**config.mk**
```make
export PLATFORM = sky130hd
export DESIGN_NAME = pc_gen
export DESIGN_NICKNAME = d
export VERILOG_FILES = /design/src/rtl/pc_pkg.sv /design/src/rtl/pc_hist_shift.sv /design/src/rtl/pc_gen.sv
export SDC_FILE = /design/constraint.sdc
export NUM_CORES = 1
export LEC_CHECK = 0
export BUFFER_PORTS_ARGS = -buffer_cell sky130_fd_sc_hd__buf_2
export CORE_MARGIN = 3
export CORE_UTILIZATION = 51
export CTS_BUF_LIST = sky130_fd_sc_hd__clkbuf_16
export DETAILED_ROUTE_END_ITERATION = 8
export PLACE_DENSITY_LB_ADDON = 0.1
export SLEW_MARGIN = 40
export SYNTH_ARGS = -nofsm -noshare
export SYNTH_HDL_FRONTEND = slang
export SYNTH_SLANG_ARGS = --single-unit
```
**constraint.sdc**
```tcl
create_clock -name clk -period 3.9 [get_ports clk]
set_input_delay 0.195 -clock clk [delete_from_list [all_inputs] [get_ports clk]]
set_output_delay 0.195 -clock clk [all_outputs]
set_load 0.005 [all_outputs]
```
**src/rtl/pc_pkg.sv**
```systemverilog
// pc_pkg: shared definitions for the program-counter generator.
//   pc_state_e           : BOOT / RUN / HALT sequencing states
//   PC_INC_16, PC_INC_32 : advance increments for 16-bit and 32-bit fetches
//   PC_DEFAULT_RESET_VEC : default value for pc_gen's RESET_VECTOR
package pc_pkg;

   typedef enum logic [1:0] {
      BOOT = 2'd0,
      RUN  = 2'd1,
      HALT = 2'd2
   } pc_state_e;

   localparam int unsigned PC_INC_16 = 2;
   localparam int unsigned PC_INC_32 = 4;

   localparam logic [63:0] PC_DEFAULT_RESET_VEC = 64'h0;

endpackage

```
**src/rtl/pc_hist_shift.sv**
```systemverilog
// pc_hist_shift: HIST_DEPTH-deep history of XLEN-bit values.
//   clk, rst  : clock, async active-high reset (clears all entries)
//   shift_en  : push din into slot 0, older entries move up one slot
//   din       : value pushed on shift
//   hist      : flattened history, slot 0 in the LSBs is the most recent
module pc_hist_shift #(
   parameter int XLEN       = 32,
   parameter int HIST_DEPTH = 2
) (
   input  logic                       clk,
   input  logic                       rst,
   input  logic                       shift_en,
   input  logic [XLEN-1:0]            din,
   output logic [HIST_DEPTH*XLEN-1:0] hist
);

   logic [HIST_DEPTH-1:0][XLEN-1:0] hist_q, hist_d;

   always_comb begin
      hist_d = hist_q;
      if (shift_en) begin
         hist_d[0] = din;
         for (int k = 1; k < HIST_DEPTH; k++) hist_d[k] = hist_q[k-1];
      end
   end

   always_ff @(posedge clk or posedge rst) begin
      if (rst) hist_q <= '0;
      else     hist_q <= hist_d;
   end

   assign hist = hist_q;

endmodule

```
**src/rtl/pc_gen.sv**
```systemverilog
// pc_gen: fetch program-counter generator with trap/redirect/stall control.
//   clk, rst            : clock, async active-high reset
//   trap_valid/_vector  : highest-priority redirect, never alignment checked
//   redirect_valid/_tgt : branch/jump redirect; a misaligned target halts
//   stall               : hold pc_out and history
//   inst_is_16          : current fetch is 16-bit (compressed build only)
//   fetch_ready         : imem accepted the fetch at pc_out
//   fetch_valid         : high only in RUN
//   pc_out, pc_hist     : current PC, previous PCs (slice 0 most recent)
//   misalign_err        : one-cycle pulse on a rejected redirect target
// Build option: define PC_COMPRESSED_EN for 16-bit instruction support
// (halfword alignment, +2 advance when inst_is_16).
module pc_gen
   import pc_pkg::*;
#(
   parameter int              XLEN         = 32,
   parameter logic [XLEN-1:0] RESET_VECTOR = PC_DEFAULT_RESET_VEC[XLEN-1:0],
   parameter int              HIST_DEPTH   = 2
) (
   input  logic                       clk,
   input  logic                       rst,
   input  logic                       trap_valid,
   input  logic [XLEN-1:0]            trap_vector,
   input  logic                       redirect_valid,
   input  logic [XLEN-1:0]            redirect_target,
   input  logic                       stall,
   input  logic                       inst_is_16,
   input  logic                       fetch_ready,
   output logic                       fetch_valid,
   output logic [XLEN-1:0]            pc_out,
   output logic [HIST_DEPTH*XLEN-1:0] pc_hist,
   output logic                       misalign_err
);

   pc_state_e       state_q, state_d;
   logic [XLEN-1:0] pc_q, pc_d;
   logic            err_q, err_d;
   logic            shift_en;
   logic [XLEN-1:0] inc;
   logic            tgt_misaligned;

`ifdef PC_COMPRESSED_EN
   assign inc            = inst_is_16 ? XLEN'(PC_INC_16) : XLEN'(PC_INC_32);
   assign tgt_misaligned = redirect_target[0];
`else
   logic unused_inst_is_16;
   assign unused_inst_is_16 = inst_is_16;
   assign inc               = XLEN'(PC_INC_32);
   assign tgt_misaligned    = |redirect_target[1:0];
`endif

   always_comb begin
      // BOOT always leaves after one edge, whatever else happens.
      state_d  = (state_q == BOOT) ? RUN : state_q;
      pc_d     = pc_q;
      err_d    = 1'b0;
      shift_en = 1'b0;
      if (trap_valid) begin
         pc_d     = trap_vector;
         state_d  = RUN;
         shift_en = 1'b1;
      end else if (redirect_valid && state_q != HALT) begin
         if (tgt_misaligned) begin
            err_d   = 1'b1;
            state_d = HALT;
         end else begin
            pc_d     = redirect_target;
            state_d  = RUN;
            shift_en = 1'b1;
         end
      end else if (!stall && state_q == RUN && fetch_ready) begin
         pc_d     = pc_q + inc;  // wraps modulo 2^XLEN
         shift_en = 1'b1;
      end
   end

   always_ff @(posedge clk or posedge rst) begin
      if (rst) begin
         state_q <= BOOT;
         pc_q    <= RESET_VECTOR;
         err_q   <= 1'b0;
      end else begin
         state_q <= state_d;
         pc_q    <= pc_d;
         err_q   <= err_d;
      end
   end

   pc_hist_shift #(.XLEN(XLEN), .HIST_DEPTH(HIST_DEPTH)) u_hist (
      .clk      (clk),
      .rst      (rst),
      .shift_en (shift_en),
      .din      (pc_q),
      .hist     (pc_hist)
   );

   assign fetch_valid  = (state_q == RUN);
   assign pc_out       = pc_q;
   assign misalign_err = err_q;

endmodule

```
==> impl_metrics.env, run 1 <==
export IMPL_drt_pass1_iter_count=4
export IMPL_p_clk_share_pct=28.1
export IMPL_yosysTopAreaCellShare_pct=49.7
export IMPL_fin_crit_sh_pct=60.5
export IMPL_via_per_inst=5.59
export IMPL_synth_edff_count=0
export IMPL_grt_pass1_wl_um=23100
export IMPL_p_leak_nw=3.12
export IMPL_antenna_cells=0
export IMPL_p_sw_mw=0.985
export IMPL_syn_area_per_cell_sq_um=8.73
export IMPL_setup_violations=0
export IMPL_layout_drive_gt1_share_pct=29.3
export IMPL_async_reset_ff_share_pct=100
export IMPL_ant_nets=0
export IMPL_die_h_um=105
export IMPL_cp_arrival_ns=2.59
export IMPL_slew_violations=0
export IMPL_synth_cell_type_count=66
export IMPL_period_minus_slack_ns=2.36
export IMPL_final_hold_viol_count=0
export IMPL_holdCritPathClass="primary input to register"
export IMPL_fin_tns_setup_ns=0
export IMPL_combPwrFrac_pct=24.0
export IMPL_synth_cells=571
export IMPL_post_cts_buffers=0
export IMPL_use_met2_pct=39.3
export IMPL_insertion_delay_ns=0.34
export IMPL_yosys_top_cells_area="dfrtp_1, nand2_1, o21ai_0"
export IMPL_coreArea_sq_um=9370
export IMPL_startpoint_type="register"
export IMPL_post_dp_hpwl_um=9840
export IMPL_numCtsBuffers=9
export IMPL_die_area_sq_um=11000
export IMPL_portBuffers=167
export IMPL_critical_path_max_fanout=8
export IMPL_endpoint="pc_out[20]$_DFFE_PP0P_"
export IMPL_p_per_area_nw_per_um2=481
export IMPL_timing_hold_ws_ns=0.0534
export IMPL_cts_path_max_buffers=2
export IMPL_fin_nets=797
export IMPL_initialDrtViolationCount=284
export IMPL_criticalPathCategory="register to register"
export IMPL_finalWeightedCongestion=0.800
export IMPL_synth_seq_area_share_pct=49.7
export IMPL_globalRouteOverflowTotal=0
export IMPL_crit_required_ns=4.13
export IMPL_dp_cells=842
export IMPL_r2r_end="pc_out[20]$_DFFE_PP0P_"
export IMPL_cts_reportedPaths_clkPinSlew_ns=0.07
export IMPL_grt_pass1_vias=4651
export IMPL_io_pins=169
export IMPL_rsz0062_at_grt="false"
export IMPL_synth_ff_type="dfrtp_1"
export IMPL_use_met1_pct=37.2
export IMPL_cts_root_buf="clkbuf_16"
export IMPL_synth_seq_cells=99
export IMPL_max_slew_worst_pin_slew_ns=0.778
export IMPL_swShare_pct=33.1
export IMPL_cts_htree_levels=3
export IMPL_die_w_um=105
export IMPL_track_usage_pct=25.7
export IMPL_num_vias=4798
export IMPL_seqPwrFrac_pct=48.0
export IMPL_regToRegStartpoint="pc_out[2]$_DFFE_PP0P_"
export IMPL_clock_skew_final_ns=0.00670
export IMPL_area_growth_pct=24.2
export IMPL_maxCapViolCount=0
export IMPL_cts_sinks=99
export IMPL_reg2regPathDepth=6
export IMPL_num_rows=35
export IMPL_critPathCaptureType="register"
export IMPL_n_fill_cell=862
export IMPL_cts_tree="done"
export IMPL_drc=0
export IMPL_syn_area_sq_um=4990
export IMPL_grt_max_degree=77
export IMPL_post_synth_top_area_cell="dfrtp_1"
export IMPL_crit_start="pc_out[2]$_DFFE_PP0P_"
export IMPL_power_mw=2.98
export IMPL_wl_per_cell_um=16.2
export IMPL_top_usage_layer="met2"
export IMPL_syn_nets=643
export IMPL_grtUsageMet3_pct=4.39
export IMPL_r2r_setup_slack_ns=1.54
export IMPL_fmax_mhz=424
export IMPL_ys_warn_count=0
export IMPL_final_area_sq_um=6190
export IMPL_antenna_found_initial=0
export IMPL_status="finished, final reports clean"
export IMPL_p_int_mw=1.99
export IMPL_start_util_pct=53.2
export IMPL_slew_headroom_pct=48.2
export IMPL_wirelength_um=13900
export IMPL_post_dp_cell_area_sq_um=5900
export IMPL_fin_cells=859
export IMPL_peakVddDrop_uv=234
worst max-delay path, stage by stage, from the launching register on:
cell and delay, ns:
dfrtp_1 0.50, ha_1 0.23, and3_1 0.36, nor3b_2 0.47, nand4_1 0.21, a31o_2 0.28
a32o_1 0.20
final cells by class:
| class | count | area [sq um] | area share, % |
|---|---|---|---|
| multi-input combinational | 428 | 2300 | 37.2 |
| sequential | 99 | 2480 | 40.0 |
| clock buffer | 9 | 225 | 3.64 |
| tap | 129 | 161 | 2.61 |
| timing repair buffer | 178 | 933 | 15.1 |
| inverter | 9 | 38.8 | 0.627 |
| clock inverter | 7 | 51.3 | 0.829 |
registers in the layout (all words and copies together) (netlist names):
name,flops
state_q,2
pc_out,32
u_hist.hist,64
misalign_err,1
cells in the mapped netlist (3+ instances only):
cell type and instances:
a21oi_1 22, a22o_1 4, a22oi_1 5, a2bb2oi_1 5, a311oi_1 3, a31o_2 3
a31oi_1 9, and2_1 5, and3_1 10, buf_2 11, buf_6 4, clkbuf_1 16
dfrtp_1 99, inv_1 9, nand2_1 209, nand2b_1 3, nand3_1 11, nand4_1 7
nor2_1 21, nor3_1 7, nor4_1 3, o211ai_1 5, o21a_1 5, o21ai_0 30
o22a_1 4, o31ai_1 6, xor2_1 3
per-stage QoR:
stage                     utilization (%)  setup slack [ns]
after floorplan                         -              1.11
after global placement               62.9              1.23
after detailed placement             63.0              1.27
after CTS                            66.0              1.53
after global routing                 66.1              1.38
final                                66.1              1.54
cells in the final DEF (no fill, tap or decap), types with 5 or more instances in the layout:
cell       count
a21oi_1       22
a22oi_1        5
a2bb2oi_1      5
a31oi_1        9
and2_1         5
and3_1        10
buf_2        167
buf_4          9
clkbuf_16      9
dfrtp_1       99
inv_1          8
nand2_1      209
nand3_1       11
nand4_1        7
nor2_1        20
nor3_1         7
o211ai_1       5
o21a_1         5
o21ai_0       29
o31ai_1        6
power by group through the flow:
stage	combinational, mW	clock (mW)	sequential (mW)
2_1_floorplan	0.372	0	1.43
3_3_place_gp	0.700	0	1.43
3_5_place_dp	0.718	0	1.45
4_1_cts	0.722	0.844	1.43
5_1_grt	0.801	0.892	1.46
6_report	0.713	0.835	1.43
worst min path at each step:
stage | startpoint | end | slack (ns) | depth (start not counted)
2_1_floorplan | trap_vector[0] | pc_out[0]$_DFFE_PP0P_ | 0.32 | 2
3_3_place_gp | trap_vector[0] | pc_out[0]$_DFFE_PP0P_ | 0.40 | 3
3_5_place_dp | rst | u_hist.hist[41]$_DFFE_PP0P_ | 0.36 | 2
4_1_cts | trap_vector[1] | pc_out[1]$_DFFE_PP0P_ | 0.05 | 3
5_1_grt | trap_vector[0] | pc_out[0]$_DFFE_PP0P_ | 0.08 | 3
6_report | trap_vector[1] | pc_out[1]$_DFFE_PP0P_ | 0.05 | 3
logic make-up (layout without fill, tap and decap cells):
group | Yosys count | after routing | synth area share, %
AOI/OAI and AO/OA | 124 | 124 | 16.9
and+or+nand+nor | 296 | 296 | 27.3
adders and majority gates | 1 | 1 | 0.251
DFF | 99 | 99 | 49.7
xor gates and xnor gates | 5 | 5 | 0.878
buffers and inverters | 44 | 203 | 4.54
muxes | 2 | 2 | 0.427
metal layers:
layer / wire [um] / vias to the layer above
met5: 0 / -
met4: 229 / 0
met3: 1130 / 26
met2: 6320 / 219
met1: 6250 / 2264
li1: - / 2289
repair_timing:
item	CTS	global route
hold buffers	1	0
resized for setup	0	0
hold endpoints to repair	12	0
Power figures use the tool's default switching activity.
==> run 2: changes to the inputs <==
CORE_UTILIZATION = 46   (was 51)
clock period = 2 ns   (was 3.9 ns; I/O delays follow)
==> impl_metrics.env, run 2 (synthesis results as in run 1) <==
export IMPL_period_minus_slack_ns=1.95
export IMPL_drc=0
export IMPL_ant_nets=0
export IMPL_p_sw_mw=1.98
export IMPL_met2WireLength_um=6980
export IMPL_die_w_um=110
export IMPL_grt_pass1_vias=4810
export IMPL_die_h_um=110
export IMPL_cts_tree="done"
export IMPL_crit_required_ns=2.28
export IMPL_insertion_delay_ns=0.35
export IMPL_critPathCaptureType="register"
export IMPL_cts_path_max_buffers=2
export IMPL_wirelength_um=15200
export IMPL_fin_nets=839
export IMPL_drt_pass1_iter_count=6
export IMPL_slew_headroom_pct=69.2
export IMPL_crit_buf_inv=0
export IMPL_grt_max_degree=66
export IMPL_p_per_area_nw_per_um2=945
export IMPL_top_layer="met4"
export IMPL_dpl_worst_slack_ns=0.0187
export IMPL_cp_slowest_cell="or4_1"
export IMPL_holdCritPathClass="primary input to register"
export IMPL_cts_root_buf="clkbuf_16"
export IMPL_final_hold_viol_count=0
export IMPL_largest_reg_flops=64
export IMPL_slew_violations=0
export IMPL_wl_met3_um=1120
export IMPL_postLayoutSetupSlackWorst_ns=0.0529
export IMPL_rsz0062_at_grt="true"
export IMPL_critPathTopFamily="simple AND/OR/NAND/NOR gates"
export IMPL_critPathMaxStageDelay_ns=0.54
export IMPL_regToRegStartpoint="pc_out[3]$_DFFE_PP0P_"
export IMPL_layout_commonest_cell="nand2_1"
export IMPL_combPwrFrac_pct=26.8
export IMPL_initialDrtViolationCount=350
export IMPL_swShare_pct=31.7
export IMPL_die_area_sq_um=12100
export IMPL_layout_drive_gt1_share_pct=33.3
export IMPL_grt_pass1_wl_um=24100
export IMPL_io_pins=169
export IMPL_met1Wirelength_um=6800
export IMPL_startpoint_type="register"
export IMPL_n_fill_cell=918
export IMPL_p_int_mw=4.27
export IMPL_portBuffers=167
export IMPL_cts_sinks=99
export IMPL_post_dp_cell_area_sq_um=6240
export IMPL_track_usage_pct=25.6
export IMPL_num_rows=37
export IMPL_start_util_pct=47.9
export IMPL_criticalPathCategory="register to register"
export IMPL_max_slew_worst_pin_slew_ns=0.451
export IMPL_cp_arrival_ns=2.23
export IMPL_area_growth_pct=32.7
export IMPL_holdCritStartpoint="trap_vector[8]"
export IMPL_setup_violations=0
export IMPL_globalRouteOverflowTotal=0
export IMPL_status="finished, final reports clean"
export IMPL_wl_per_cell_um=16.7
export IMPL_antenna_cells=0
export IMPL_crit_start="pc_out[3]$_DFFE_PP0P_"
export IMPL_clock_skew_final_ns=0.0120
export IMPL_via_per_inst=5.46
export IMPL_final_area_sq_um=6620
export IMPL_antenna_found_initial=0
export IMPL_numCtsBuffers=9
export IMPL_coreArea_sq_um=10400
export IMPL_fin_tns_setup_ns=0
export IMPL_seqPwrFrac_pct=43.3
export IMPL_fmax_mhz=514
export IMPL_post_dp_hpwl_um=10900
export IMPL_cts_htree_levels=3
export IMPL_multi_input_area_sq_um=2310
export IMPL_critical_path_max_fanout=5
export IMPL_regArea_sq_um=2480
export IMPL_finalWeightedCongestion=0.839
export IMPL_cp_cell_sequence="ha_1, and3_2, nand4_4, or4_1, o31ai_1, a22o_1"
export IMPL_p_leak_nw=3.36
export IMPL_fin_crit_sh_pct=97.4
export IMPL_maxCapViolCount=0
export IMPL_p_clk_share_pct=29.9
export IMPL_cts_reportedPaths_clkPinSlew_ns=0.07
export IMPL_peakVddDrop_uv=597
export IMPL_num_vias=4957
export IMPL_mostFrequentLayoutCells="nand2_1, buf_2, dfrtp_1"
## run 2: changes by cell type in the layout (fill, tap and decap cells not counted), moves of 2 or more
cell | before | now
clkinv_2 | 0 | 2
dlygate4sd3_1 | 1 | 3
bufinv_16 | 0 | 2
inv_6 | 3 | 1
buf_4 | 9 | 45
buf_12 | 1 | 5
## run 2: per-layer routing
| metal | up-vias | GRT usage, % |
|---|---|---|
| met2 | 196 | 40.5 |
| met4 | 0 | 8.09 |
| met1 | 2371 | 35.9 |
| li1 | 2363 | - |
| met3 | 27 | 4.78 |
| met5 | - | 0 |
## run 2: worst register-to-register path: stages (launching register included)
cell and delay [ns]:
dfrtp_1 0.40, ha_1 0.21, and3_2 0.24, nand4_4 0.13
or4_1 0.54, o31ai_1 0.20, a22o_1 0.17
## run 2: worst paths after layout
check | to | slack, ns | cells after the start
worst max-delay path | pc_out[28]$_DFFE_PP0P_ | 0.05 | 6
worst min-delay path | pc_out[8]$_DFFE_PP0P_ | 0.02 | 3
worst max register to register | pc_out[28]$_DFFE_PP0P_ | 0.05 | 6
worst min register to register | u_hist.hist[55]$_DFFE_PP0P_ | 0.47 | 2
max in group asynchronous | u_hist.hist[25]$_DFFE_PP0P_ | 1.27 | 4
min in group asynchronous | u_hist.hist[12]$_DFFE_PP0P_ | 0.38 | 4
## run 2: final cells by class
type                       count  share of cell area (%)
clock inverter                 7                    1.36
inverter                       9                   0.567
timing repair buffer         220                    19.7
multi-input combinational    428                    35.0
tap                          136                    2.57
sequential                    99                    37.4
clock buffer                   9                    3.40
## run 2: per-stage QoR
step	hold slack (ns)	instances	total power, mW	util (%)
2_1_floorplan	0.221	571	3.51	-
3_3_place_gp	0.194	887	4.34	59.9
3_5_place_dp	0.201	887	4.40	59.9
4_1_cts	0.0215	906	6.26	63.3
5_1_grt	0.0452	908	6.62	63.5
6_report	0.0230	908	6.25	63.5
## run 2: what timing repair did
item                                    in CTS  in global routing
endpoints found under the hold margin      101                  0
endpoints found under the setup margin       0                  5
gates resized for setup                      0                  4
hold buffers                                 3                  0
buffers inserted                             0                  2
## run 2: power by group through the flow
stage,Combinational [mW],Sequential [mW],Clock [mW]
2_1_floorplan,0.725,2.79,0
3_5_place_dp,1.66,2.74,0
5_1_grt,1.88,2.76,1.97
4_1_cts,1.67,2.70,1.89
6_report,1.67,2.71,1.87
3_3_place_gp,1.63,2.71,0
==> run 3: changes to the inputs <==
CELL_PAD_IN_SITES_DETAIL_PLACEMENT = 1   (was default)
CELL_PAD_IN_SITES_GLOBAL_PLACEMENT = 2   (was default)
CORE_UTILIZATION = 26   (was 46)
MAX_ROUTING_LAYER = met4   (was default)
==> impl_metrics.env, run 3 (synthesis results as in run 1) <==
export IMPL_num_vias=4994
export IMPL_p_leak_nw=3.40
export IMPL_die_w_um=144
export IMPL_drt_pass1_iter_count=4
export IMPL_critPathCaptureType="register"
export IMPL_crit_required_ns=2.24
export IMPL_die_h_um=144
export IMPL_holdCritPathClass="primary input to register"
export IMPL_io_pins=169
export IMPL_dp_cells=993
export IMPL_antenna_cells=0
export IMPL_drc=0
export IMPL_post_dp_hpwl_um=14000
export IMPL_grt_pass1_vias=5236
export IMPL_die_area_sq_um=20900
export IMPL_finalWeightedCongestion=0.821
export IMPL_cts_tree="done"
export IMPL_r2r_end="pc_out[31]$_DFFE_PP0P_"
export IMPL_wirelength_um=18900
export IMPL_holdCritStartpoint="trap_vector[21]"
export IMPL_layout_commonest_cell="nand2_1"
export IMPL_startpoint_type="register"
export IMPL_fin_util_pct=36.2
export IMPL_fin_crit_sh_pct=95.8
export IMPL_cts_sinks=99
export IMPL_via_per_inst=4.94
export IMPL_status="finished, final reports clean"
export IMPL_start_util_pct=26.6
export IMPL_hold_end="pc_out[21]$_DFFE_PP0P_"
export IMPL_dpl_worst_slack_ns=0.0514
export IMPL_insertion_delay_ns=0.35
export IMPL_fmax_mhz=522
export IMPL_regToRegStartpoint="pc_out[8]$_DFFE_PP0P_"
export IMPL_grt_pass1_wl_um=30000
export IMPL_final_hold_viol_count=0
export IMPL_layout_drive_gt1_share_pct=33.8
export IMPL_slew_headroom_pct=66.9
export IMPL_ant_nets=0
export IMPL_timing_hold_ws_ns=0.0261
export IMPL_crit_start="pc_out[8]$_DFFE_PP0P_"
export IMPL_fin_nets=847
export IMPL_post_dp_cell_area_sq_um=6430
export IMPL_cp_arrival_ns=2.15
export IMPL_postLayoutSetupSlackWorst_ns=0.0850
export IMPL_cts_root_buf="clkbuf_16"
export IMPL_r2r_setup_slack_ns=0.08
export IMPL_critical_path_max_fanout=5
export IMPL_slew_violations=0
export IMPL_portBuffers=167
export IMPL_reg2regPathDepth=5
export IMPL_cts_htree_levels=3
export IMPL_mostFrequentLayoutCells="nand2_1, buf_2, dfrtp_1"
export IMPL_antenna_found_initial=0
export IMPL_largest_reg_flops=64
export IMPL_final_area_sq_um=6790
export IMPL_power_mw=6.30
export IMPL_period_minus_slack_ns=1.92
export IMPL_setup_violations=0
export IMPL_fin_tns_setup_ns=0
export IMPL_criticalPathCategory="register to register"
export IMPL_track_usage_pct=19.0
export IMPL_globalRouteOverflowTotal=0
export IMPL_area_growth_pct=36.1
export IMPL_clock_skew_final_ns=0.00605
export IMPL_cts_reportedPaths_clkPinSlew_ns=0.07
export IMPL_coreArea_sq_um=18800
export IMPL_wl_per_cell_um=18.7
export IMPL_initialDrtViolationCount=216
export IMPL_whs_path_depth=3
export IMPL_cts_path_max_buffers=2
export IMPL_numCtsBuffers=9
export IMPL_rsz0062_at_grt="true"
export IMPL_p_per_area_nw_per_um2=928
export IMPL_fin_cells=1011
export IMPL_max_slew_worst_pin_slew_ns=0.495
export IMPL_peakVddDrop_uv=418
export IMPL_grt_max_degree=61
export IMPL_maxCapViolCount=0
export IMPL_num_rows=50
## run 3: cell types whose count changed in the layout (fill, tap and decap cells not counted)
cell and delta:
a2111oi_0 -1, a2111oi_2 +1, buf_4 +8, clkinv_2 -1, clkinvlp_4 -1, dfrtp_1 +1
dfrtp_2 -1, inv_6 -1, nor2b_1 -1, nor2b_2 +1, nor3_1 +1, nor3_2 -1
o31ai_1 -1, o31ai_2 +1
## run 3: layer usage
layer	vias to the layer above	part of all wire, %	track usage, %
met5	-	0	-
met4	0	1.2	4.86
met3	13	5.0	2.41
met2	150	44	27.7
met1	2453	50	27.9
li1	2378	-	-
## run 3: repair_timing
item,in CTS,in global routing
setup endpoints to repair,0,19
setup buffers,0,2
gates resized for setup,0,6
hold buffers,3,0
hold endpoints to repair,19,0
## run 3: power by group
group / leakage, nW / switching, mW / internal, mW
sequential: 1.19 / 0.313 / 2.40
clock: 0.145 / 0.780 / 1.07
combinational: 2.06 / 0.950 / 0.792
total: 3.40 / 2.04 / 4.26
## run 3: how the worst max path moves through the flow
stage	cells past startpoint	slack (ns)	end
4_1_cts	6	0.02	pc_out[28]$_DFFE_PP0P_
2_1_floorplan	7	0.01	pc_out[28]$_DFFE_PP0P_
6_report	5	0.08	pc_out[31]$_DFFE_PP0P_
3_3_place_gp	6	0.08	pc_out[28]$_DFFE_PP0P_
5_1_grt	5	-0.02	pc_out[31]$_DFFE_PP0P_
3_5_place_dp	6	0.05	pc_out[28]$_DFFE_PP0P_
## run 3: worst max-delay path, cell delays in order (launching register included)
cell,delay [ns]
dfrtp_1,0.44
nand3_4,0.14
or4_4,0.60
nor4_1,0.28
o21ai_0,0.11
a22o_1,0.23
## run 3: layout make-up
type / instances / area [sq um]
fillers: 2280 / 12000
inverters: 9 / 37.5
clock inverters: 4 / 68.8
well taps: 234 / 293
repair buffers: 228 / 1360
clock buffers: 9 / 225
multi-input cells: 428 / 2320
flip-flops and latches: 99 / 2480
